<file path="src/rtl/lcd_line_fetch.sv">
// lcd_line_fetch -- scanline prefetch between VRAM and the video block.
//
// On each line_start the block swaps line-buffer banks and latches the line
// number and both scroll values. It then computes the vertically wrapped VRAM
// row and reads one line of packed 2-bit pixels into the fetch bank. The
// opposite bank serves registered random-access pixel reads.
//
// Optional feature macro: LCD_XSCROLL_FINE_EN
//   defined   : 41 bytes fetched per line; xscroll[1:0] shifts pixels.
//   undefined : 40 bytes fetched per line; xscroll[1:0] is ignored.
//
// Ports:
//   clk          system clock
//   reset_n      asynchronous active-low reset
//   ce           clock enable; every piece of state advances only when ce=1
//   line_start   one-ce pulse: swap banks, start fetching line_num
//   line_num     LCD line to fetch (0-159)
//   lcd_xscroll  horizontal scroll in pixels
//   lcd_yscroll  vertical scroll in rows
//   vram_addr    VRAM byte address, valid while vram_rd is high
//   vram_rd      VRAM read strobe
//   vram_data    VRAM read data, valid on the ce cycle after vram_rd
//   pix_x        pixel column to read from the display bank (0-159)
//   pix_data     registered pixel value for pix_x
//   busy         fetch in progress
//   done         one-ce pulse when the line is completely written
module lcd_line_fetch #(
  parameter int ROW_BYTES = 48,
  parameter int ROWS      = 170
) (
  input  logic        clk,
  input  logic        reset_n,
  input  logic        ce,
  input  logic        line_start,
  input  logic [7:0]  line_num,
  input  logic [7:0]  lcd_xscroll,
  input  logic [7:0]  lcd_yscroll,
  output logic [12:0] vram_addr,
  output logic        vram_rd,
  input  logic [7:0]  vram_data,
  input  logic [7:0]  pix_x,
  output logic [1:0]  pix_data,
  output logic        busy,
  output logic        done
);

`ifdef LCD_XSCROLL_FINE_EN
  localparam int N = 41;
`else
  localparam int N = 40;
`endif
  localparam int CW = (ROW_BYTES > 1) ? $clog2(ROW_BYTES) : 1;
  localparam int AW = $clog2(2 * N);

  typedef enum logic [1:0] {IDLE, CALC, FETCH, DRAIN} state_t;

  state_t          state_q;
  logic            bank_q;
  logic [1:0]      valid_q;      // per bank: holds a completely fetched line
  logic [7:0]      line_q;
  logic [7:0]      yscroll_q;
  logic [5:0]      xcoarse_q;
  logic [12:0]     base_q;
  logic [CW-1:0]   col_q;
  logic [5:0]      k_q;
  logic            wr_pend_q;
  logic [5:0]      wr_slot_q;
  logic [12:0]     vram_addr_q;
  logic            vram_rd_q;
  logic            busy_q;
  logic            done_q;
  logic [1:0]      pix_q;

  // Bank b occupies slots [b*N, b*N+N-1].
  logic [7:0]      buf_mem [0:2*N-1];

`ifdef LCD_XSCROLL_FINE_EN
  // Fine scroll is kept per bank so the displayed line is always shifted by
  // the value it was fetched with, even while the other bank is refilling.
  logic [1:0][1:0] fine_q;
`else
  logic            unused_fine;
  assign unused_fine = ^lcd_xscroll[1:0];
`endif

  // Row / base / column arithmetic
  logic [8:0]      sum_d;
  logic [8:0]      row_d;
  logic [12:0]     base_d;
  logic [CW-1:0]   col0_d;
  logic [CW-1:0]   col_inc_d;

  always_comb begin
    sum_d = {1'b0, line_q} + {1'b0, yscroll_q};
    row_d = sum_d;
    // Largest sum is 159+255=414, so two subtractions always reach range.
    if (row_d >= 9'(ROWS)) row_d = row_d - 9'(ROWS);
    if (row_d >= 9'(ROWS)) row_d = row_d - 9'(ROWS);
    base_d    = 13'(row_d) * 13'(ROW_BYTES);
    col0_d    = CW'(int'(xcoarse_q) % ROW_BYTES);
    // Column wraps inside the row, never carrying into the next row.
    col_inc_d = (col_q == CW'(ROW_BYTES - 1)) ? '0 : col_q + CW'(1);
  end

  // Pixel read path (display bank is ~bank_q)
  logic [7:0]      eff_d;
  logic [AW-1:0]   rd_idx_d;
  logic [AW-1:0]   wr_idx_d;
  logic [7:0]      rd_byte_d;

  always_comb begin
`ifdef LCD_XSCROLL_FINE_EN
    eff_d = pix_x + {6'd0, fine_q[~bank_q]};
`else
    eff_d = pix_x;
`endif
    rd_idx_d  = bank_q ? AW'(eff_d[7:2]) : AW'(eff_d[7:2]) + AW'(N);
    wr_idx_d  = bank_q ? AW'(wr_slot_q) + AW'(N) : AW'(wr_slot_q);
    rd_byte_d = buf_mem[rd_idx_d];
  end

  always_ff @(posedge clk or negedge reset_n) begin
    if (!reset_n) begin
      state_q     <= IDLE;
      bank_q      <= 1'b0;
      valid_q     <= 2'b00;
      line_q      <= '0;
      yscroll_q   <= '0;
      xcoarse_q   <= '0;
      base_q      <= '0;
      col_q       <= '0;
      k_q         <= '0;
      wr_pend_q   <= 1'b0;
      wr_slot_q   <= '0;
      vram_addr_q <= '0;
      vram_rd_q   <= 1'b0;
      busy_q      <= 1'b0;
      done_q      <= 1'b0;
      pix_q       <= 2'b00;
`ifdef LCD_XSCROLL_FINE_EN
      fine_q      <= '0;
`endif
    end else if (ce) begin
      // LSB pair of a byte is the leftmost pixel.
      pix_q <= (pix_x <= 8'd159 && valid_q[~bank_q]) ?
               rd_byte_d[{eff_d[1:0], 1'b0} +: 2] : 2'b00;

      if (line_start) begin
        // Start or restart: any fetch in flight is abandoned without done.
        bank_q           <= ~bank_q;
        valid_q[~bank_q] <= 1'b0;
        line_q           <= line_num;
        yscroll_q        <= lcd_yscroll;
        xcoarse_q        <= lcd_xscroll[7:2];
`ifdef LCD_XSCROLL_FINE_EN
        fine_q[~bank_q]  <= lcd_xscroll[1:0];
`endif
        state_q          <= CALC;
        busy_q           <= 1'b1;
        done_q           <= 1'b0;
        vram_rd_q        <= 1'b0;
        vram_addr_q      <= '0;
        wr_pend_q        <= 1'b0;
      end else begin
        case (state_q)
          IDLE: ;
          CALC: begin
            base_q      <= base_d;
            col_q       <= col0_d;
            k_q         <= '0;
            vram_addr_q <= base_d + 13'(col0_d);
            vram_rd_q   <= 1'b1;
            state_q     <= FETCH;
          end
          FETCH: begin
            // Data for the address on the bus arrives next ce cycle.
            wr_pend_q <= 1'b1;
            wr_slot_q <= k_q;
            if (k_q == 6'(N - 1)) begin
              state_q     <= DRAIN;
              vram_rd_q   <= 1'b0;
              vram_addr_q <= '0;
              done_q      <= 1'b1;
            end else begin
              k_q         <= k_q + 6'd1;
              col_q       <= col_inc_d;
              vram_addr_q <= base_q + 13'(col_inc_d);
            end
          end
          DRAIN: begin
            wr_pend_q       <= 1'b0;
            done_q          <= 1'b0;
            busy_q          <= 1'b0;
            valid_q[bank_q] <= 1'b1;
            state_q         <= IDLE;
          end
          default: state_q <= IDLE;
        endcase
      end
    end
  end

  // Line RAM write port; no reset so it maps onto RAM primitives.
  always_ff @(posedge clk) begin
    if (ce && wr_pend_q) begin
      buf_mem[wr_idx_d] <= vram_data;
    end
  end

  assign vram_addr = vram_addr_q;
  assign vram_rd   = vram_rd_q;
  assign busy      = busy_q;
  assign pix_data  = pix_q;
  // A restart landing on the DRAIN cycle suppresses that line's done.
  assign done      = done_q & ~(ce & line_start);

endmodule

</file>
<file path="config.mk">
export PLATFORM = sky130hd
export DESIGN_NAME = lcd_line_fetch
export DESIGN_NICKNAME = d
export VERILOG_FILES = /design/src/rtl/lcd_line_fetch.sv
export SDC_FILE = /design/constraint.sdc
export NUM_CORES = 1
export LEC_CHECK = 0
export ABC_AREA = 1
export BUFFER_PORTS_ARGS = -buffer_cell sky130_fd_sc_hd__buf_4
export CORE_AREA = 2 2 242 244
export DETAILED_ROUTE_END_ITERATION = 8
export DIE_AREA = 0 0 244 246
export PLACE_DENSITY_LB_ADDON = 0.05
export SYNTH_ARGS = -nofsm -noshare
export SYNTH_HDL_FRONTEND = slang
export SYNTH_SLANG_ARGS = --single-unit
export TNS_END_PERCENT = 1
</file>
<file path="constraint.sdc">
create_clock -name clk -period 5.4 [get_ports clk]
set_clock_uncertainty 0.1 [all_clocks]
set_input_delay 0.27 -clock clk [delete_from_list [all_inputs] [get_ports clk]]
set_output_delay 0.27 -clock clk [all_outputs]
set_load 0.02 [all_outputs]
</file>
### Word level (Yosys, flattened, before mapping)

Memories as Yosys holds them, arrays and structs flattened.
Cells that the tools add are included.

| word-level totals | value |
|---|---|
| memory bits (read-only) | 0 |
| latch bits | 0 |
| memories | 1 |
| RAM bits | 640 |
| register bits | 73 |

| cells by class | value |
|---|---|
| multiplexer cells | 36 |
| bitwise logic cells | 8 |
| shifts and indexed selects | 1 |
| add/sub/neg operators | 9 |
| div/mod/pow operators | 1 |
| equality and inequality tests | 7 |
| order comparisons | 7 |
| multiply operators | 1 |
| reductions and logical operators | 19 |

Memories:

| memory | depth | bits a word | read ports | clocked after memory_dff | wr ports | RTL line | RTL |
|---|---|---|---|---|---|---|---|
| buf_mem | 80 | 8 | 1 | 0 | 1 | 75 | `logic [7:0] buf_mem [0:2*N-1];` |

Operator list:

| operator | count |
|---|---|
| $mod A7 B7 Y32 const B | 1 |
| $add A13 B6 Y13 | 2 |
| $mux W13 | 2 |
| $pmux W13 S2 | 1 |
| $pmux W6 S2 | 2 |
| $ge A9 B8 Y1 const B | 2 |
| $mux W6 | 3 |
| $mux W9 | 2 |
| $sub A9 B8 Y9 const B | 2 |
| $reduce_and A3 Y1 | 5 |
| $add A6 B6 Y7 const B | 2 |
| $mux W7 | 2 |
| $mux W1 | 13 |
| $add A6 B1 Y6 const B | 2 |
| $eq A6 B6 Y1 const B | 2 |
| $mux W2 | 5 |
| $add A8 B8 Y9 | 1 |
| $mul A9 B2 Y9 const B | 1 |
| $le A8 B8 Y1 const B | 1 |
| $reduce_and A2 Y1 | 4 |
| $shiftx A8 B4 Y2 | 1 |
| $pmux W1 S2 | 3 |
| $pmux W2 S3 | 1 |
| $reduce_bool A3 Y1 | 2 |
| 16 further kinds | 27 |

### Logic depth before layout (Yosys ltp)

| logic depth | value |
|---|---|
| word-level depth | 9 |
| depth in mapped cells | 43 |
| depth with buffers taken out | 43 |

### Worst setup path after synthesis

No wires, ideal clock.

| timing | value |
|---|---|
| path type | flip-flop to flip-flop |
| start point | register line_q[0] |
| end point | register vram_addr_q[12] (netlist: vram_addr[12]) |
| stages on the path, launching flop included | 42 |
| arrival | 4.869 ns |
| setup slack | 0.314 ns |
| clock period less this slack | 5.086 ns |
| data required time | 5.184 ns |
| path through | dfrtp_1 > ha_1 > inv_1 > fa_1 > xor2_1 > ha_1 > inv_1 > nand3_2 > nand3_2 > nand2_2 > nand2_4 > nand2_8 > nand2_8 > nand2_1 > nand2_1 > ha_1 > inv_1 > nand3_1 > [6 not listed] > a21oi_1 > and2_1 > inv_1 > a21oi_1 > o21ai_0 > and2_1 > nor2_1 > inv_1 > a21oi_1 > inv_1 > nand3_1 > nand2_1 > nand2_1 > nand2_1 > nand2_1 > nand3_1 > nand2_1 > nand2_1 |

| between the ends | value |
|---|---|
| cells in the longest elaborated chain, start to end | 9 |

RTL lines:

| what | RTL line | RTL |
|---|---|---|
| from (decl) | 60 | `logic [7:0] line_q;` |
| from (signal assigned) | 152 | `line_q <= line_num;` |
| $add A8 B8 Y9 (*) | 94 | `sum_d = {1'b0, line_q} + {1'b0, yscroll_q};` |
| $sub A9 B8 Y9 or $ge A9 B8 Y1 (tied branches) | 97 | `if (row_d >= 9'(ROWS)) row_d = row_d - 9'(ROWS);` |
| $mux W9 (*) | 97 |  |
| $sub A9 B8 Y9 or $ge A9 B8 Y1 (tied branches) | 98 | `if (row_d >= 9'(ROWS)) row_d = row_d - 9'(ROWS);` |
| $mux W9 (*) | 98 |  |
| $mul A9 B2 Y9 (*) | 99 | `base_d = 13'(row_d) * 13'(ROW_BYTES);` |
| $add A13 B6 Y13 (*) | 171 | `vram_addr_q <= base_d + 13'(col0_d);` |
| $pmux W13 S2 (*) | 165 | `case (state_q)` |
| $mux W13 (*) | 148 | `if (line_start) begin` |
| to (signal assigned) | 171 |  |
| to (signal assigned) | 187 | `vram_addr_q <= base_q + 13'(col_inc_d);` |
| to (decl) | 68 | `logic [12:0] vram_addr_q;` |

Mark *: on every way between the ends. The rest lies on a longest branch, timed or not.
A chain may end at the register's enable or synchronous reset.

### Worst setup path after layout

| timing | value |
|---|---|
| start point | register yscroll_q[0] |
| end point | register vram_addr_q[12] (netlist: vram_addr[12]) |

| between the ends | value |
|---|---|
| cells in the longest elaborated chain, start to end | 9 |

RTL lines:

| what | RTL line | RTL |
|---|---|---|
| from (decl) | 61 | `logic [7:0] yscroll_q;` |
| from (signal assigned) | 153 | `yscroll_q <= lcd_yscroll;` |
| $add A8 B8 Y9 (*) | 94 |  |
| $sub A9 B8 Y9 or $ge A9 B8 Y1 (tied branches) | 97 |  |
| $mux W9 (*) | 97 |  |
| $sub A9 B8 Y9 or $ge A9 B8 Y1 (tied branches) | 98 |  |
| $mux W9 (*) | 98 |  |
| $mul A9 B2 Y9 (*) | 99 |  |
| $add A13 B6 Y13 (*) | 171 |  |
| $pmux W13 S2 (*) | 165 |  |
| $mux W13 (*) | 148 |  |

Marked as above.

==> implementation parameters <==
Parameter                              Value

Run status
  Run status    finished, final reports clean

Timing
  Final-layout setup total negative slack    0 ns
  Max frequency    195 MHz
  Final Slew Violations    0
  Share of the clock period used by the worst path    0.949
  Worst setup margin    0.276 ns
  Final hold violations    0
  Final critical-path required period    5.12 ns
  Headroom to the max-slew limit    0.327
  Least-Margin Pin Slew    1.01 ns
  Setup repair after global routing missed its margin    yes
  Final setup violating endpoints    0

Clocking
  Clock sink count    713
  CTS tree    done
  Post-CTS clock slew at the launch and capture registers of the worst setup and hold paths    0.06 ns
  Number of buffers created by CTS    74
  Library cell used as clock root buffer    clkbuf_16
  Clk_lat worst skew    0.62 ns
  H-tree levels    3
  Worst-case clock buffer depth    3

Drt
  First-iteration detailed-routing DRC count    2,052
  1st-pass router iterations    7
  Vias    20,378
  Met2 WL    36,800 um
  Post-Route M1 WL    33,500 um
  Number of vias per cell after detailed routing    5.86
  Post-detailed-route count of antenna-violating nets    0
  Uppermost metal layer occupied by signal nets    met4
  WL/cell    22.3 um
  Number of design rule violations left after detail routing    0
  Routed wire length    77,600 um
  Met3 wire length    5390 um

Yosys
  Average instance area after synthesis    11.6 um^2
  Post-Synthesis Net Count    2,663
  Synthesis warning total    0
  Number of standard cells after synthesis    2,589
  Flip-flop and latch count after synthesis    713
  Count of cell types in the netlist    47
  Total standard cell area after synthesis    0.0301 mm^2
  Share of the yosys chip area belonging to registers    0.699

Pwr
  Power density over cell area    484 mW/mm^2
  Overall power    16.5 mW
  Leak Pwr    11.9 nW
  VDD IR max    0.925 mV

Floorplan
  Floorplan die height    246 um
  Core Footprint    0.0574 mm^2
  # rows    88
  I/O pin cnt    62
  Effective utilization at floorplan    0.525
  Area of the die    0.0600 mm^2
  DIE WIDTH    244 um

Layout
  Share of post-route cells with drive strength above 1    0.101
  Footprint of the flip-flops and latches    0.0210 mm^2
  Combined area of the multi-input logic cells    0.00829 mm^2
  Final cell area excluding filler cells    0.0341 mm^2
  Commonest non-fill, non-tap cells in the layout    640 x edfxtp_1, 516 x nor2_1, 424 x o21ai_0, 263 x nand2_1, 148 x o22ai_1
  Most frequent standard cell in the layout excluding fill and tap cells    edfxtp_1
  Synth-to-layout area growth    13.2%
  Antenna diodes    0
  Net count reported at finish    2,729
  Fillcell total    4,668

Worst setup path
  Standard cell with the maximum stage delay on the critical path    fa_2
  Worst EP required    5.79 ns
  Kind of capture point of the worst setup path    flip-flop
  Delay of the slowest critical-path stage    0.58 ns
  Crit Path Class    flip-flop to flip-flop
  CP max FO    8
  Worst r2r src    yscroll_q[0]
  Critical Path Source Type    flip-flop
  CP Data Arrival Time    5.51 ns
  Worst setup path startpoint    yscroll_q[0]

Placed design
  Total half-perimeter wirelength after legalization and detailed placement    44,300 um
  Post-DP Area    0.0313 mm^2
  Number of buffers added on ports    59
  Routability Congestion    0.824
  Setup WS pre-CTS    -0.0242 ns

GRT
  Total congestion overflow    0
  Via count of the first global-routing pass    19,724
  Antenna violations before repair    0
  Pin count of the biggest net entering global routing    135
  First-pass GRT wire length    118,000 um
  Aggregate global-route resource usage    0.259

Worst hold path
  Worst hold-check path type    input pin to flip-flop
  Worst min-delay path startpoint    pix_x[0]

Run
  Max-capacitance violation count    0
## power by group
| part | internal, mW | total [mW] | switching, mW |
|---|---|---|---|
| clock network | 2.87 | 4.95 | 2.08 |
| registers | 6.19 | 6.33 | 0.138 |
| logic | 2.05 | 5.21 | 3.16 |
| total | 11.1 | 16.5 | 5.38 |
## final timing paths
kind / slack, ns / end / cells after the start
hold reg to reg: 0.38 / wr_pend_q / 2
min in group asynchronous: 0.27 / yscroll_q[0] / 2
setup / recovery: 0.28 / vram_addr[12] / 44
setup reg to reg: 0.28 / vram_addr[12] / 44
hold / removal: 0.07 / pix_data[0] / 4
max in group asynchronous: 4.33 / valid_q[1] / 2
## registers in the layout, summed over array words and instances, names as in the netlist, 8 cells and up
name	flops
base_q	9
buf_mem	640
yscroll_q	8
line_q	8
vram_addr	13
## timing repair
| action | 4_1_cts | 5_1_grt |
|---|---|---|
| endpoints found under the hold margin | 103 | 0 |
| hold buffers | 26 | 0 |
| buffers inserted | 0 | 8 |
| gates resized for setup | 1 | 33 |
| endpoints found under the setup margin | 2 | 7 |
| pin swaps | 0 | 15 |
## Yosys cell counts (all sizes together)
cell	instances	area (um^2)
nand3	58	328
a311oi	1	8.76
xor2	13	114
o211ai	19	143
o21ai	428	2140
ha	26	325
o221a	1	11.3
o32ai	5	43.8
or2	12	75.1
a22oi	1	7.51
nor4	1	6.26
o31ai	8	60.1
o221ai	35	307
fa	4	80.1
o311ai	1	8.76
nand3b	5	37.5
and2	2	12.5
a21oi	41	235
xnor2	4	35.0
a32o	5	50.1
o21a	2	15.0
nand2	281	1120
a31oi	4	25.0
a21boi	1	18.8
o22ai	148	926
nand4	2	12.5
nor3	9	45.0
dfrtp	73	1830
inv	95	357
clkinv	2	7.51
buf	14	63.8
o21bai	1	7.51
clkbuf	128	480
edfxtp	640	19200
nor2	519	1950
## cell families after synthesis
group	Yosys count	synth area share
AOI/OAI and AO/OA	701	0.133
xor gates and xnor gates	17	0.00494
adders and majority gates	30	0.0135
buffers and inverters	239	0.0302
DFF	713	0.699
and+or+nand+nor	889	0.119
## metrics by stage
stage	instances	hold slack [ns]	util
2_1_floorplan	2589	-0.126	-
3_3_place_gp	3310	0.358	0.546
3_5_place_dp	3310	0.360	0.546
4_1_cts	3468	0.0568	0.591
5_1_grt	3476	0.124	0.594
6_report	3476	0.0712	0.594
## area by class of cell
class                      count  area share
timing repair buffer         132      0.0323
clock buffer                  95      0.0591
clock inverter                37     0.00907
tap                          765      0.0281
multi-input combinational   1637       0.243
inverter                      97      0.0110
sequential                   713       0.617
## layer usage
layer,global-route usage,vias to the layer above
met5,0,-
met4,0.0838,0
met3,0.0444,109
met2,0.415,702
met1,0.365,10066
li1,-,9501
## critical path, delay by kind of cell (launching register included)
| family | cells | cell delay [ns] |
|---|---|---|
| buffers and inverters | 9 | 0.59 |
| flip-flops | 1 | 0.36 |
| adder cells (fa/ha/maj) | 5 | 1.42 |
| AND/OR/NAND/NOR | 26 | 2.09 |
| AO/OA/AOI/OAI | 4 | 0.45 |
No activity file was read; power rests on OpenSTA's default activity.
